--- src/rtl/sm_mac_pipe.sv ---
// sm_mac_pipe: two-stage sign-magnitude multiply-accumulate.
// Stage 1 decodes both sign-magnitude operands and registers their product.
// Stage 2 adds products into a saturating accumulator and counts the terms.
// A three-state controller (IDLE/RUN/HOLD) presents each finished dot
// product until downstream takes it.
// Optional build macro: SM_MAC_RELU_EN clamps negative results to zero.
//
// Handshake: an input pair transfers on a cycle where iValid & oReady; a
// result transfers on a cycle where oValid & iReady. oReady is low only while
// a result is held and iReady is low, and during that stall every pipeline
// register keeps its value.
module sm_mac_pipe #(
  parameter int BIT   = 8,
  parameter int ACC_W = 24,
  parameter int CNT_W = 10
) (
  input  logic             iClk,
  input  logic             iRst_n,
  input  logic             iValid,
  output logic             oReady,
  input  logic [BIT-1:0]   iNum1,
  input  logic [BIT-1:0]   iNum2,
  input  logic             iLast,
  output logic             oValid,
  input  logic             iReady,
  output logic [ACC_W-1:0] oAcc,
  output logic [CNT_W-1:0] oCount,
  output logic             oSat
);

  localparam int PW = 2 * BIT;   // product width, two's complement
  localparam int SW = ACC_W + 2; // sum width, wide enough to never overflow

  // Largest magnitude representable in the sign-magnitude result.
  localparam logic signed [SW-1:0] SUM_MAX = $signed({3'b000, {(ACC_W-1){1'b1}}});
  localparam logic signed [SW-1:0] SUM_MIN = -SUM_MAX;

  typedef enum logic [1:0] {
    IDLE = 2'd0,
    RUN  = 2'd1,
    HOLD = 2'd2
  } state_t;

  // Controller state; kept as a named signal so checkers can bind to it.
  state_t state;
  state_t state_nx;

  // Sign-magnitude code to signed value; sign with zero magnitude is unity.
  function automatic logic signed [BIT:0] decode(input logic [BIT-1:0] code);
    logic [BIT-2:0]      mag;
    logic signed [BIT:0] v;
    mag = code[BIT-2:0];
    v   = '0;
    if (mag == '0) begin
      if (code[BIT-1]) v[BIT-1] = 1'b1;
    end else begin
      v = $signed({2'b00, mag});
      if (code[BIT-1]) v = -v;
    end
    return v;
  endfunction

  logic signed [BIT:0]    val1, val2;
  logic signed [PW-1:0]   ext1, ext2;
  logic signed [PW-1:0]   prod;
  logic                   stall;

  logic                   s1_valid;
  logic                   s1_last;
  logic signed [PW-1:0]   s1_prod;

  logic signed [ACC_W:0]  acc, acc_nx, base_acc;
  logic [CNT_W-1:0]       cnt, cnt_nx, base_cnt;
  logic                   sat, sat_nx, base_sat;
  logic                   take;
  logic signed [SW-1:0]   sum, clipped;
  logic                   clamp;

  logic                   neg;
  logic [ACC_W-2:0]       mag_out;

  // Operand decode and product; every product fits in PW signed bits.
  always_comb begin
    val1 = decode(iNum1);
    val2 = decode(iNum2);
    ext1 = {{(PW-BIT-1){val1[BIT]}}, val1};
    ext2 = {{(PW-BIT-1){val2[BIT]}}, val2};
    prod = ext1 * ext2;
  end

  assign stall  = oValid & ~iReady;
  assign oReady = ~stall;

  // Stage 1: capture product, last flag and valid whenever not stalled.
  always_ff @(posedge iClk or negedge iRst_n) begin
    if (!iRst_n) begin
      s1_valid <= 1'b0;
      s1_last  <= 1'b0;
      s1_prod  <= '0;
    end else if (!stall) begin
      s1_valid <= iValid;
      s1_last  <= iLast;
      s1_prod  <= prod;
    end
  end

  // State register together with the accumulator, term counter and sticky flag.
  always_ff @(posedge iClk or negedge iRst_n) begin
    if (!iRst_n) begin
      state <= IDLE;
      acc   <= '0;
      cnt   <= '0;
      sat   <= 1'b0;
    end else begin
      state <= state_nx;
      acc   <= acc_nx;
      cnt   <= cnt_nx;
      sat   <= sat_nx;
    end
  end

  // Next state and next accumulator; a HOLD transfer restarts from zero and
  // may absorb the next vector's first term in the same cycle.
  always_comb begin
    state_nx = state;
    acc_nx   = acc;
    cnt_nx   = cnt;
    sat_nx   = sat;
    base_acc = acc;
    base_cnt = cnt;
    base_sat = sat;
    take     = 1'b0;
    case (state)
      IDLE, RUN: take = s1_valid;
      HOLD: begin
        if (iReady) begin
          base_acc = '0;
          base_cnt = '0;
          base_sat = 1'b0;
          acc_nx   = '0;
          cnt_nx   = '0;
          sat_nx   = 1'b0;
          state_nx = IDLE;
          take     = s1_valid;
        end
      end
      default: state_nx = IDLE;
    endcase

    sum     = {base_acc[ACC_W], base_acc} + {{(SW-PW){s1_prod[PW-1]}}, s1_prod};
    clipped = sum;
    clamp   = 1'b0;
    if (sum > SUM_MAX) begin
      clipped = SUM_MAX;
      clamp   = 1'b1;
    end else if (sum < SUM_MIN) begin
      clipped = SUM_MIN;
      clamp   = 1'b1;
    end

    if (take) begin
      acc_nx   = (ACC_W+1)'(clipped);
      cnt_nx   = base_cnt + CNT_W'(1);
      sat_nx   = base_sat | clamp;
      state_nx = s1_last ? HOLD : RUN;
    end
  end

  // Output decode: result is presented only in HOLD, zero always with sign 0.
  always_comb begin
    neg     = acc[ACC_W];
    mag_out = (ACC_W-1)'(neg ? -acc : acc);
    oValid  = (state == HOLD);
    oAcc    = '0;
    oCount  = '0;
    oSat    = 1'b0;
    if (oValid) begin
`ifdef SM_MAC_RELU_EN
      oAcc = neg ? '0 : {1'b0, mag_out};
`else
      oAcc = {neg, mag_out};
`endif
      oCount = cnt;
      oSat   = sat;
    end
  end

endmodule

--- config.mk ---
export PLATFORM = sky130hd
export DESIGN_NAME = sm_mac_pipe
export DESIGN_NICKNAME = d
export VERILOG_FILES = /design/src/rtl/sm_mac_pipe.sv
export SDC_FILE = /design/constraint.sdc
export NUM_CORES = 1
export LEC_CHECK = 0
export BUFFER_PORTS_ARGS = -buffer_cell sky130_fd_sc_hd__buf_2
export CORE_UTILIZATION = 30
export CTS_BUF_LIST = sky130_fd_sc_hd__clkbuf_4 sky130_fd_sc_hd__clkbuf_8
export DETAILED_ROUTE_END_ITERATION = 8
export SLEW_MARGIN = 5
export SYNTH_ARGS = -nofsm -noshare
export SYNTH_HDL_FRONTEND = slang
export SYNTH_SLANG_ARGS = --single-unit
--- constraint.sdc ---
create_clock -name iClk -period 10.3 [get_ports iClk]
set_input_delay 0 -clock iClk [delete_from_list [all_inputs] [get_ports iClk]]
set_output_delay 0 -clock iClk [all_outputs]
set_load 0.01 [all_outputs]
* After elaboration in Yosys (flattened, before gate mapping)
Index checks and enable logic that the tools add are counted.
W data, S select, Z words.
** Word-level totals
- Output and inout bits :: 37
- Bits in writable memories :: 0
- Memory bits (read-only) :: 0
- Logic and storage cells :: 61
- Memories :: 0
- Latch bits :: 0
- Flip-flop bits (word level) :: 56
** Operators by class
- Order comparisons :: 2
- Divide/modulo/power cells :: 0
- Multipliers :: 1
- Bitwise gates (word level) :: 4
- $add $sub $neg :: 5
- Reduce and logical (&&, ||, !) cells :: 5
- Shifts and indexed selects :: 0
- Equal/unequal tests :: 4
- Multiplexer cells :: 33
** Operators with widths (count)
- $mux W25 :: 5
- $mux W10 :: 4
- $add A25 B16 Y26 :: 1
- $gt A26 B24 Y1 const B :: 1
- $lt A26 B24 Y1 const B :: 1
- $mux W24 :: 1
- $mux W23 :: 1
- $neg A23 Y23 :: 1
- $mux W9 :: 2
- $neg A7 Y9 :: 2
- $mul A9 B9 Y16 :: 1
- $logic_not A7 Y1 :: 2
- $mux W7 :: 2
- $mux W1 :: 13
- $add A10 B1 Y10 const B :: 1
- $mux W2 :: 3
- $pmux W2 S2 :: 1
- $ne A3 B1 Y1 const B :: 1
- $eq A2 B1 Y1 const B :: 1
- $eq A2 B2 Y1 const B :: 1
- $logic_not A2 Y1 :: 1
- $ne A2 B2 Y1 const B :: 1
- $not A1 Y1 :: 2
- $pmux W1 S2 :: 1
- other kinds (4) :: 4

* Logic depth before layout (Yosys ltp)
Gate-level depths: netlist of run 1.
- Word-level depth :: 8
- Gate-level depth with buffers :: 27
- Depth with buffers taken out :: 27

* Least setup slack after synthesis of run 1
OpenSTA, ideal clock, no wires.
- Kind :: input to register
- From :: input port iNum2[2]
- To :: register s1_prod[14]
- Buffers on the path :: 2
- Cell stages on the path :: 25
- Path slack :: 4.781 ns
- Arrival :: 5.385 ns
- Cell sequence :: or3_1 > nor3_1 > and2_1 > clkbuf_1 > or2_2 > clkbuf_1 > nor2_1 > fa_1 > inv_1 > fa_1 > inv_1 > fa_1 > fa_1 > inv_1 > fa_1 > inv_1 > ha_1 > inv_1 > o21bai_1 > a21oi_1 > o21bai_1 > a211o_1 > a31oi_1 > xor2_1 > o21ai_0
** On the way
- Cells in the longest elaborated chain, start to end :: 4
- Elaborated cells between the ends (all ways) :: 7
** RTL lines
- from (decl) :: line 22 : input logic [BIT-1:0] iNum2,
- $neg A7 Y9 :: line 58 : if (code[BIT-1]) v = -v;
- $mux W9 :: line 58
- $mux W7 or $mux W1 (tied branches) :: line 54 : if (mag == '0) begin
- $mul A9 B9 Y16 (*) :: line 88 : prod = ext1 * ext2;
- to (signal assigned) :: line 103 : s1_prod <= prod;
- to (decl) :: line 70 : logic signed [PW-1:0] s1_prod;
Mark *: on every way between the ends. The rest lies on a longest branch, timed or not.
A chain may end at the register's enable or synchronous reset.

* Worst setup path in the final report of run 1
- From :: register state[0]
- To :: register acc[1]
** On the way
- Cells in the longest elaborated chain, start to end :: 7
- Elaborated cells between the ends (all ways) :: 12
** RTL lines
- from (decl) :: line 45 : state_t state;
- from (signal assigned) :: line 115 : state <= state_nx;
- $eq A2 B2 Y1 :: line 133 : case (state)
- $mux W25
- $add A25 B16 Y26 :: line 150 : sum = {base_acc[ACC_W], base_acc} + {{(SW-PW){s1_prod[PW-1]}}, s1_prod};
- $lt A26 B24 Y1 :: line 156 : end else if (sum < SUM_MIN) begin
- $mux W25 :: line 156
- $mux W25 :: line 153 : if (sum > SUM_MAX) begin
- $mux W25 (*) :: line 161 : if (take) begin
- via acc_nx[1] :: line 72 : logic signed [ACC_W:0] acc, acc_nx, base_acc;
- to (signal assigned) :: line 116 : acc <= acc_nx;
- to (decl) :: line 72
Mark *: on every way through the listed nets, which the timed path passes. The rest lies on a longest branch.

==> results of run 1 <==
## worst max-delay path, stage by stage (launching register included)
cell,delay [ps]
dfrtp_1,400
nand2b_1,540
inv_1,480
nand2_1,550
and2_1,390
ha_1,380
a2111oi_0,430
o21ai_1,210
a31oi_2,290
o31ai_1,150
xor2_1,180
or2_2,300
o41a_1,370
a21oi_4,710
o31ai_1,160
## cell type report
| cell class | count | area, sq um |
|---|---|---|
| flip-flops and latches | 56 | 1400 |
| well taps | 330 | 413 |
| repair buffers | 64 | 345 |
| clock inverters | 3 | 42.5 |
| multi-input cells | 763 | 5870 |
| clock buffers | 5 | 68.8 |
| fillers | 2700 | 16800 |
| inverters | 95 | 357 |
## worst max path at each step
stage               depth (start not counted)  slack (ps)                  from                 endpoint
CTS                                        14        4460  state[0]$_DFFE_PN0P_         acc[1]$_DFF_PN0_
global placement                           23        4440              iNum2[2]  s1_prod[14]$_DFFE_PN0N_
global route                               14        4080  state[0]$_DFFE_PN0P_         acc[1]$_DFF_PN0_
detailed placement                         23        4300              iNum2[2]  s1_prod[14]$_DFFE_PN0N_
finish                                     14        4580  state[0]$_DFFE_PN0P_         acc[1]$_DFF_PN0_
floorplan                                  25        4780              iNum2[2]  s1_prod[14]$_DFFE_PN0N_
## metrics by stage
stage               utilization  setup WS, ps  instances  hold slack [ps]  area, sq um
floorplan                     -          4780        943             -296         7750
global placement          0.331          4440       1305              196         8350
detailed placement        0.331          4300       1305              196         8350
CTS                       0.336          4460       1316             25.7         8500
global route              0.336          4080       1316             41.4         8500
finish                    0.336          4580       1316             25.9         8500
## registers in the layout (all words and copies together) (netlist names)
register	cells
state	2
cnt	10
s1_last	1
sat	1
acc	25
s1_prod	16
s1_valid	1
## placed cells by master (no fill, tap or decap), types with 10 or more instances in the layout
| cell type | synthesis | routed |
|---|---|---|
| xor2_1 | 32 | 32 |
| a21oi_1 | 35 | 35 |
| nor2_1 | 120 | 120 |
| nand2b_1 | 13 | 13 |
| or3_1 | 10 | 10 |
| nand2_1 | 119 | 119 |
| and2_1 | 50 | 50 |
| inv_1 | 95 | 95 |
| o31ai_2 | 20 | 20 |
| fa_1 | 64 | 64 |
| dfrtp_1 | 56 | 56 |
| o21ai_0 | 49 | 49 |
| o31ai_1 | 14 | 14 |
| ha_1 | 62 | 62 |
| xnor2_1 | 44 | 44 |
| buf_2 | 3 | 57 |
## what timing repair did
action	4_1_cts	5_1_grt
hold endpoints to repair	58	0
setup endpoints to repair	0	0
hold buffers	3	0
## layer usage
layer  GRT usage  wire (um)  vias up
met5           0          0        -
met4      0.0387        314        0
met3      0.0120        470       23
met2       0.226       7860      117
met1       0.192       8930     2939
li1            -          -     3240
## cell families (layout without fill, tap and decap cells)
| logic type | after synthesis | in the layout | share of synthesized area |
|---|---|---|---|
| muxes | 11 | 11 | 0.0153 |
| AOI/OAI and AO/OA | 187 | 187 | 0.175 |
| xor gates and xnor gates | 76 | 76 | 0.0858 |
| and+or+nand+nor | 363 | 363 | 0.215 |
| adders and majority gates | 126 | 126 | 0.265 |
| DFF | 56 | 56 | 0.181 |
| buffers and inverters | 124 | 167 | 0.0624 |
==> results.cfg, run 1 <==
[yosys]
yosys_warnings = 0
synth_ff_type = dfrtp_1
synth_edf_count = 0
synth_top_cell_by_area = dfrtp_1
ys_types = 59
netlist_top_cells_area = dfrtp_1 (18%), fa_1 (17%), ha_1 (10%)
yosysTopAreaCellShare = 0.181
async_flop_share = 1.00
synth_most_common_cell = nor2_1
synthesis.area_sq_um = 7750
avgSynthCellArea_sq_um = 8.22
synthCells = 943
ys_seq_elements = 56
seq_area_frac_synth = 0.181
synth_common_cells = nor2_1 (120), nand2_1 (119), inv_1 (95)
syn_nets = 1090

[worst_setup_path]
crit_path_end_kind = flip-flop
r2r_cells = 14
cp_data_arrival_time_ps = 5900
crit_fanout = 28
reg2reg_from = state[0]$_DFFE_PN0P_
path_class = flip-flop to flip-flop
r2r-end = acc[1]$_DFF_PN0_
worstPathRequired_ps = 10470
cp-start-kind = flip-flop
rrSetupSlack_ps = 4580

[run_status]
status = completed

[die]
dieArea_sq_um = 26500
die_h_um = 163
die_x_um = 163
ios = 58
initial_core_util = 0.307
core_area_sq_um = 25300
row_count = 58

[placement]
gp_congestion = 0.884
port_buffers = 57
place_hpwl_um = 14500

[route]
via_per_inst = 4.80
drt_iter0_markers = 327
vias = 6319
final_antenna_net_count = 0
routed_wl_um = 17600
drc = 0
dr.pass1.iters = 5
wire_per_inst_um = 13.4

[timing]
setup_violations = 0
slew_viol_final = 0
worst_pin_slew_ps = 899
rsz0062_at_grt = no
finClkSkew_ps = 10.7
min_period_ps = 5720
fmax_ghz = 0.175
slew_headroom = 0.396
fin_tns_setup_ps = 0
fin_crit_sh = 0.555
hold_violations = 0

[min_path]
whs_endpoint = state[0]$_DFFE_PN0P_
worstHoldPathType = input pin to flip-flop
hold_depth = 3
worstHoldStart = iReady

[cts]
clk_latency_ps = 320
post_cts.repair.setup_buffers = 0
cts_tree = yes
clk_pin_slew_ps = 110
cts_root_buffer = clkbuf_8
h-tree-depth = 2
clock_path_buffers = 2
cts_made_buffers = 5
cts-resized-gates = 0
clock_sinks = 56

[finish]
n_antenna_cell = 0
syn2layout_area_growth_pct = 9.57
nNetsFinal = 1132
drive_gt1_frac = 0.117

[run]
cap_violations = 0

[global_route]
grt_pass1_vias = 6166
grt_max_degree = 57
antenna_found_initial = 0
grt-ovfl-total = 0
grt_pass1_wl_um = 29900
grtUsageTotal = 0.138
Power of run 1 is not shown: default switching activity piles up to over one toggle a cycle in this logic, so the estimate is an artifact.
==> run 2: changes to the inputs <==
clock period = 4.8 ns   (was 10.3 ns; I/O delays follow)
==> run 2 against run 1 <==
Effect of this change: the flow now finishes with violations (negative setup slack); register-to-register slack lost 4300 ps; sequential share of layout area shrank 1.7 points; flip-flop and latch count is the same; first-iteration DRC count grew 38%; cell count grew 8.1%; clock skew shrank 3.4 ps; non-clock buffer count grew 107; worst hold slack gained 2.1 ps; worst setup slack lost 4700 ps; wire length grew 5.6%; via count grew 7.3%; critical path depth grew 10; critical path type is now input pin to flip-flop; largest cell class unchanged.
==> results.cfg, run 2 (synthesis results as in run 1) <==
[finish]
fillers = 2622
reg.largest.list = acc: 25 flops, s1_prod: 16 flops, cnt: 10 flops
drive_gt1_frac = 0.231
syn2layout_area_growth_pct = 22.5
post-route-util = 0.376
top_register = acc
final_cell_mix = nand2_1 (119), nor2_1 (114), buf_4 (110), inv_1 (91), fa_1 (63)
nNetsFinal = 1239
largest_reg_flops = 25
final_common_cell = nand2_1
n_antenna_cell = 0

[route]
wire_per_inst_um = 13.0
via_per_inst = 4.76
dr.pass1.iters = 5
vias = 6778
final_antenna_net_count = 0
drc = 0
routed_wl_um = 18600
drt_iter0_markers = 450

[global_route]
grt_pass1_wl_um = 30700
antenna_found_initial = 0
top_usage_layer = met2
use_met3 = 0.00942
grt-ovfl-total = 0
grt_max_degree = 57
grtUsageTotal = 0.141
met2_usage = 0.232
use_met1 = 0.194
grt_pass1_vias = 6396

[placement]
place_hpwl_um = 15200
dpl_worst_slack_ps = -571
port_buffers = 57
gp_congestion = 0.885

[timing]
holdWs_ps = 28.0
min_period_ps = 4900
slew_headroom = 0.254
hold_violations = 0
setup_violations = 1
finClkSkew_ps = 7.32
slew_viol_final = 0
worst_pin_slew_ps = 1110
rsz0062_at_grt = yes
fmax_ghz = 0.204
fin_crit_sh = 1.02
layout_setup_ws_ps = -101

[die]
die_h_um = 163
row_count = 58
initial_core_util = 0.307
dieArea_sq_um = 26500
die_x_um = 163
ios = 58
core_area_sq_um = 25300

[cts]
clk_pin_slew_ps = 100
cts_root_buffer = clkbuf_8
clk_latency_ps = 320
cts_made_buffers = 5
clock_sinks = 56
h-tree-depth = 2
cts_tree = yes
clock_path_buffers = 2

[worst_setup_path]
worstPathRequired_ps = 5010
cp_cell_sequence = buf_6 -> or3_4 -> o31ai_4 -> xor2_1 -> or2_4 -> nor2_4 -> fa_1 -> inv_1 -> fa_1 -> inv_2 -> fa_1 -> fa_1 -> inv_1 -> fa_1 -> inv_2 -> ha_4 -> inv_4 -> o21bai_1 -> a21oi_2 -> o21bai_1 -> a211o_1 -> a31oi_1 -> xor2_1 -> o21ai_1
r2r-end = acc[1]$_DFF_PN0_
crit_fanout = 4
critPathMaxStageDelay_ps = 530
reg2reg_from = state[1]$_DFFE_PN0P_
critical_path.most_common_cell = fa_1
cp-start-kind = input pin
rrSetupSlack_ps = 280
cp_data_arrival_time_ps = 5110
crit_end = s1_prod[14]$_DFFE_PN0N_
r2r_cells = 18
crit_path_start = iNum2[4]
crit_path_end_kind = flip-flop
cp_slowest_cell = fa_1
path_class = input pin to flip-flop

[min_path]
worstHoldPathType = input pin to flip-flop
hold_depth = 3

[run]
cap_violations = 0

[run_status]
status = finished with violations
violations = negative setup slack
## run 2: cell types whose count changed in the layout (fill, tap and decap cells not counted), sizes merged
cell      previous run  this run
buf                 61       168
clkinvlp             1         0
clkbuf               5         6
## run 2: worst max-delay path, delay by kind of cell
kind | cells | cell delay, ps
buf+inv | 6 | 350
xor+xnor | 2 | 360
fa+ha+maj | 6 | 2710
compound gates | 7 | 1020
simple gates | 3 | 660
## run 2: final cells by class
cell class	count	area [sq um]	share of cell area
tap	330	413	0.0435
clock buffer	6	76.3	0.00803
sequential	56	1400	0.148
clock inverter	2	35.0	0.00369
multi-input combinational	763	6050	0.637
timing repair buffer	171	1160	0.123
inverter	95	359	0.0378
## run 2: worst min-delay path by stage
stage / from / end / slack [ps]
finish: iReady / state[0]$_DFFE_PN0P_ / 30
global route: iReady / state[0]$_DFFE_PN0P_ / 40
CTS: iReady / state[0]$_DFFE_PN0P_ / 20
detailed placement: iRst_n / s1_prod[15]$_DFFE_PN0N_ / 200
global placement: iRst_n / s1_last$_DFFE_PN0N_ / 200
floorplan: iRst_n / acc[0]$_DFF_PN0_ / -300
## run 2: metal layers
| metal | wire length (um) | vias to the layer above |
|---|---|---|
| met3 | 516 | 27 |
| met1 | 9010 | 3162 |
| met2 | 8510 | 134 |
| li1 | - | 3455 |
| met4 | 522 | 0 |
| met5 | 0 | - |
## run 2: per-stage QoR
| step | setup TNS, ps | cell area (sq um) | std cells |
|---|---|---|---|
| after floorplan | -638 | 7810 | 943 |
| after global placement | -1800 | 9160 | 1407 |
| after detailed placement | -2230 | 9160 | 1407 |
| after CTS | -173 | 9420 | 1422 |
| after global routing | -912 | 9500 | 1423 |
| final | -101 | 9500 | 1423 |
## run 2: timing repair
| item | in CTS | in global routing |
|---|---|---|
| setup endpoints to repair | 3 | 8 |
| hold endpoints to repair | 58 | 0 |
| setup buffers | 4 | 1 |
| gates resized for setup | 20 | 15 |
| hold buffers | 3 | 0 |
| pin swaps | 13 | 17 |
Power of run 2 is left out for the same reason.
==> run 3: changes to the inputs <==
--- a/config.mk
+++ b/config.mk
@@ -8,2 +8,4 @@
 export BUFFER_PORTS_ARGS = -buffer_cell sky130_fd_sc_hd__buf_2
+export CELL_PAD_IN_SITES_DETAIL_PLACEMENT = 0
+export CELL_PAD_IN_SITES_GLOBAL_PLACEMENT = 1
 export CORE_UTILIZATION = 30
@@ -11,2 +13,3 @@
 export DETAILED_ROUTE_END_ITERATION = 8
+export PLACE_DENSITY_LB_ADDON = 0.1
 export SLEW_MARGIN = 5
==> constraint.sdc (replaced) <==
create_clock -name iClk -period 4.8 [get_ports iClk]
set_input_delay 0.96 -clock iClk [delete_from_list [all_inputs] [get_ports iClk]]
set_output_delay 0.96 -clock iClk [all_outputs]
set_load 0.01 [all_outputs]
==> run 3 against run 2 <==
Effect of this change: the flow still finishes with violations (negative setup slack); non-clock buffer count up 14; clock-buffer cell count did not move; cell count grew 0.98%; maximum frequency is 16% lower; flip-flop and latch count is the same; largest cell class unchanged; critical path depth unchanged; core utilization is 0.59 points higher; global-route usage is 2.4 points higher; design area increased by 1.6%; die area did not move; via count shrank 1.4%; sequential share of layout area decreased by 0.23 points.
==> results.cfg, run 3 (synthesis results as in run 1) <==
[route]
final_antenna_net_count = 0
via_per_inst = 4.65
drt_iter0_markers = 186
routed_wl_um = 21000
vias = 6680
dr.pass1.iters = 4
drc = 0
wire_per_inst_um = 14.6

[finish]
final_cell_mix = buf_4 (124), nand2_1 (117), nor2_1 (113), inv_1 (89), fa_1 (63)
reg.largest.list = acc: 25 flops, s1_prod: 16 flops, cnt: 10 flops
n_antenna_cell = 0
largest_reg_flops = 25
drive_gt1_frac = 0.249
fillers = 2723
top_register = acc
nNetsFinal = 1253
final_common_cell = buf_4
syn2layout_area_growth_pct = 24.4

[cts]
cts_made_buffers = 5
cts_tree = yes
cts_root_buffer = clkbuf_8
clock_path_buffers = 2
clk_latency_ps = 330
h-tree-depth = 2
clk_pin_slew_ps = 110
clock_sinks = 56

[die]
initial_core_util = 0.307
die_h_um = 163
die_x_um = 163
ios = 58
core_area_sq_um = 25300
row_count = 58
dieArea_sq_um = 26500

[placement]
place_hpwl_um = 17800
dpl_worst_slack_ps = -1530
gp_congestion = 0.895
port_buffers = 57

[timing]
hold_violations = 0
slew_headroom = 0.513
worst_pin_slew_ps = 731
layout_setup_ws_ps = -1050
setup_violations = 10
holdWs_ps = 474
fmax_ghz = 0.171
min_period_ps = 5850
slew_viol_final = 0
finClkSkew_ps = 6.65
fin_crit_sh = 1.22
rsz0062_at_grt = yes

[worst_setup_path]
crit_family = adder cells
cp_slowest_cell = fa_1
critical_path.most_common_cell = fa_1
critPathMaxStageDelay_ps = 530
worstPathRequired_ps = 5020
crit_path_end_kind = flip-flop
crit_fanout = 4
cp_data_arrival_time_ps = 6070
path_buf_inv = 6
cp_cell_sequence = buf_6 -> or3_4 -> o31ai_4 -> xor2_1 -> or2_4 -> nor2_4 -> fa_1 -> inv_1 -> fa_1 -> inv_1 -> fa_1 -> fa_1 -> inv_2 -> fa_1 -> inv_1 -> ha_1 -> inv_2 -> o21bai_1 -> a21oi_2 -> o21bai_1 -> a211o_1 -> a31oi_1 -> xor2_1 -> o21ai_1
cp-start-kind = input pin
path_class = input pin to flip-flop

[global_route]
grt_pass1_wl_um = 34900
grt_pass1_vias = 7003
grt-ovfl-total = 0
grt_max_degree = 57
antenna_found_initial = 0
grtUsageTotal = 0.166

[run_status]
status = finished with violations
violations = negative setup slack

[min_path]
worstHoldPathType = flip-flop to flip-flop

[run]
cap_violations = 0
[run 3: layout make-up]
class / instances / area (sq um) / share of cell area
inverters: 95 / 357 / 0.0370
clock inverters: 2 / 38.8 / 0.00402
clock buffers: 6 / 76.3 / 0.00791
repair buffers: 185 / 1280 / 0.133
flip-flops and latches: 56 / 1400 / 0.145
well taps: 330 / 413 / 0.0428
multi-input cells: 763 / 6080 / 0.630
[run 3: final timing paths]
kind | from | endpoint | slack, ps | cells past startpoint
max | iNum2[2] | s1_prod[14]$_DFFE_PN0N_ | -1050 | 24
min | s1_last$_DFFE_PN0N_ | state[0]$_DFFE_PN0P_ | 470 | 1
max reg2reg | state[1]$_DFFE_PN0P_ | sat$_DFF_PN0_ | 390 | 19
min reg2reg | s1_last$_DFFE_PN0N_ | state[0]$_DFFE_PN0P_ | 470 | 1
max in group asynchronous | iRst_n | acc[14]$_DFF_PN0_ | 3560 | 2
min in group asynchronous | iRst_n | cnt[9]$_DFF_PN0_ | 760 | 2
[run 3: what timing repair did]
action                                  in CTS  in global routing
hold buffers                                 0                  0
pin swaps                                   22                 20
resized for setup                           25                 14
setup buffers                                5                  2
endpoints found under the setup margin      10                 10
cloned                                       0                  0
[run 3: through the flow]
| stage | instance area (sq um) | std cells | utilization | setup TNS [ps] |
|---|---|---|---|---|
| floorplan | 7830 | 943 | - | -7580 |
| global placement | 9320 | 1422 | 0.369 | -10730 |
| detailed placement | 9320 | 1422 | 0.369 | -10990 |
| CTS | 9570 | 1435 | 0.379 | -6370 |
| global route | 9650 | 1437 | 0.382 | -8800 |
| finish | 9650 | 1437 | 0.382 | -6310 |
[run 3: routing by layer]
metal,track usage,up-vias,share of wire
met3,0.00942,24,0.014
li1,-,3479,-
met4,0.0493,0,0.026
met5,0,-,0
met1,0.209,3098,0.47
met2,0.301,79,0.49
Power of run 3 is left out for the same reason.
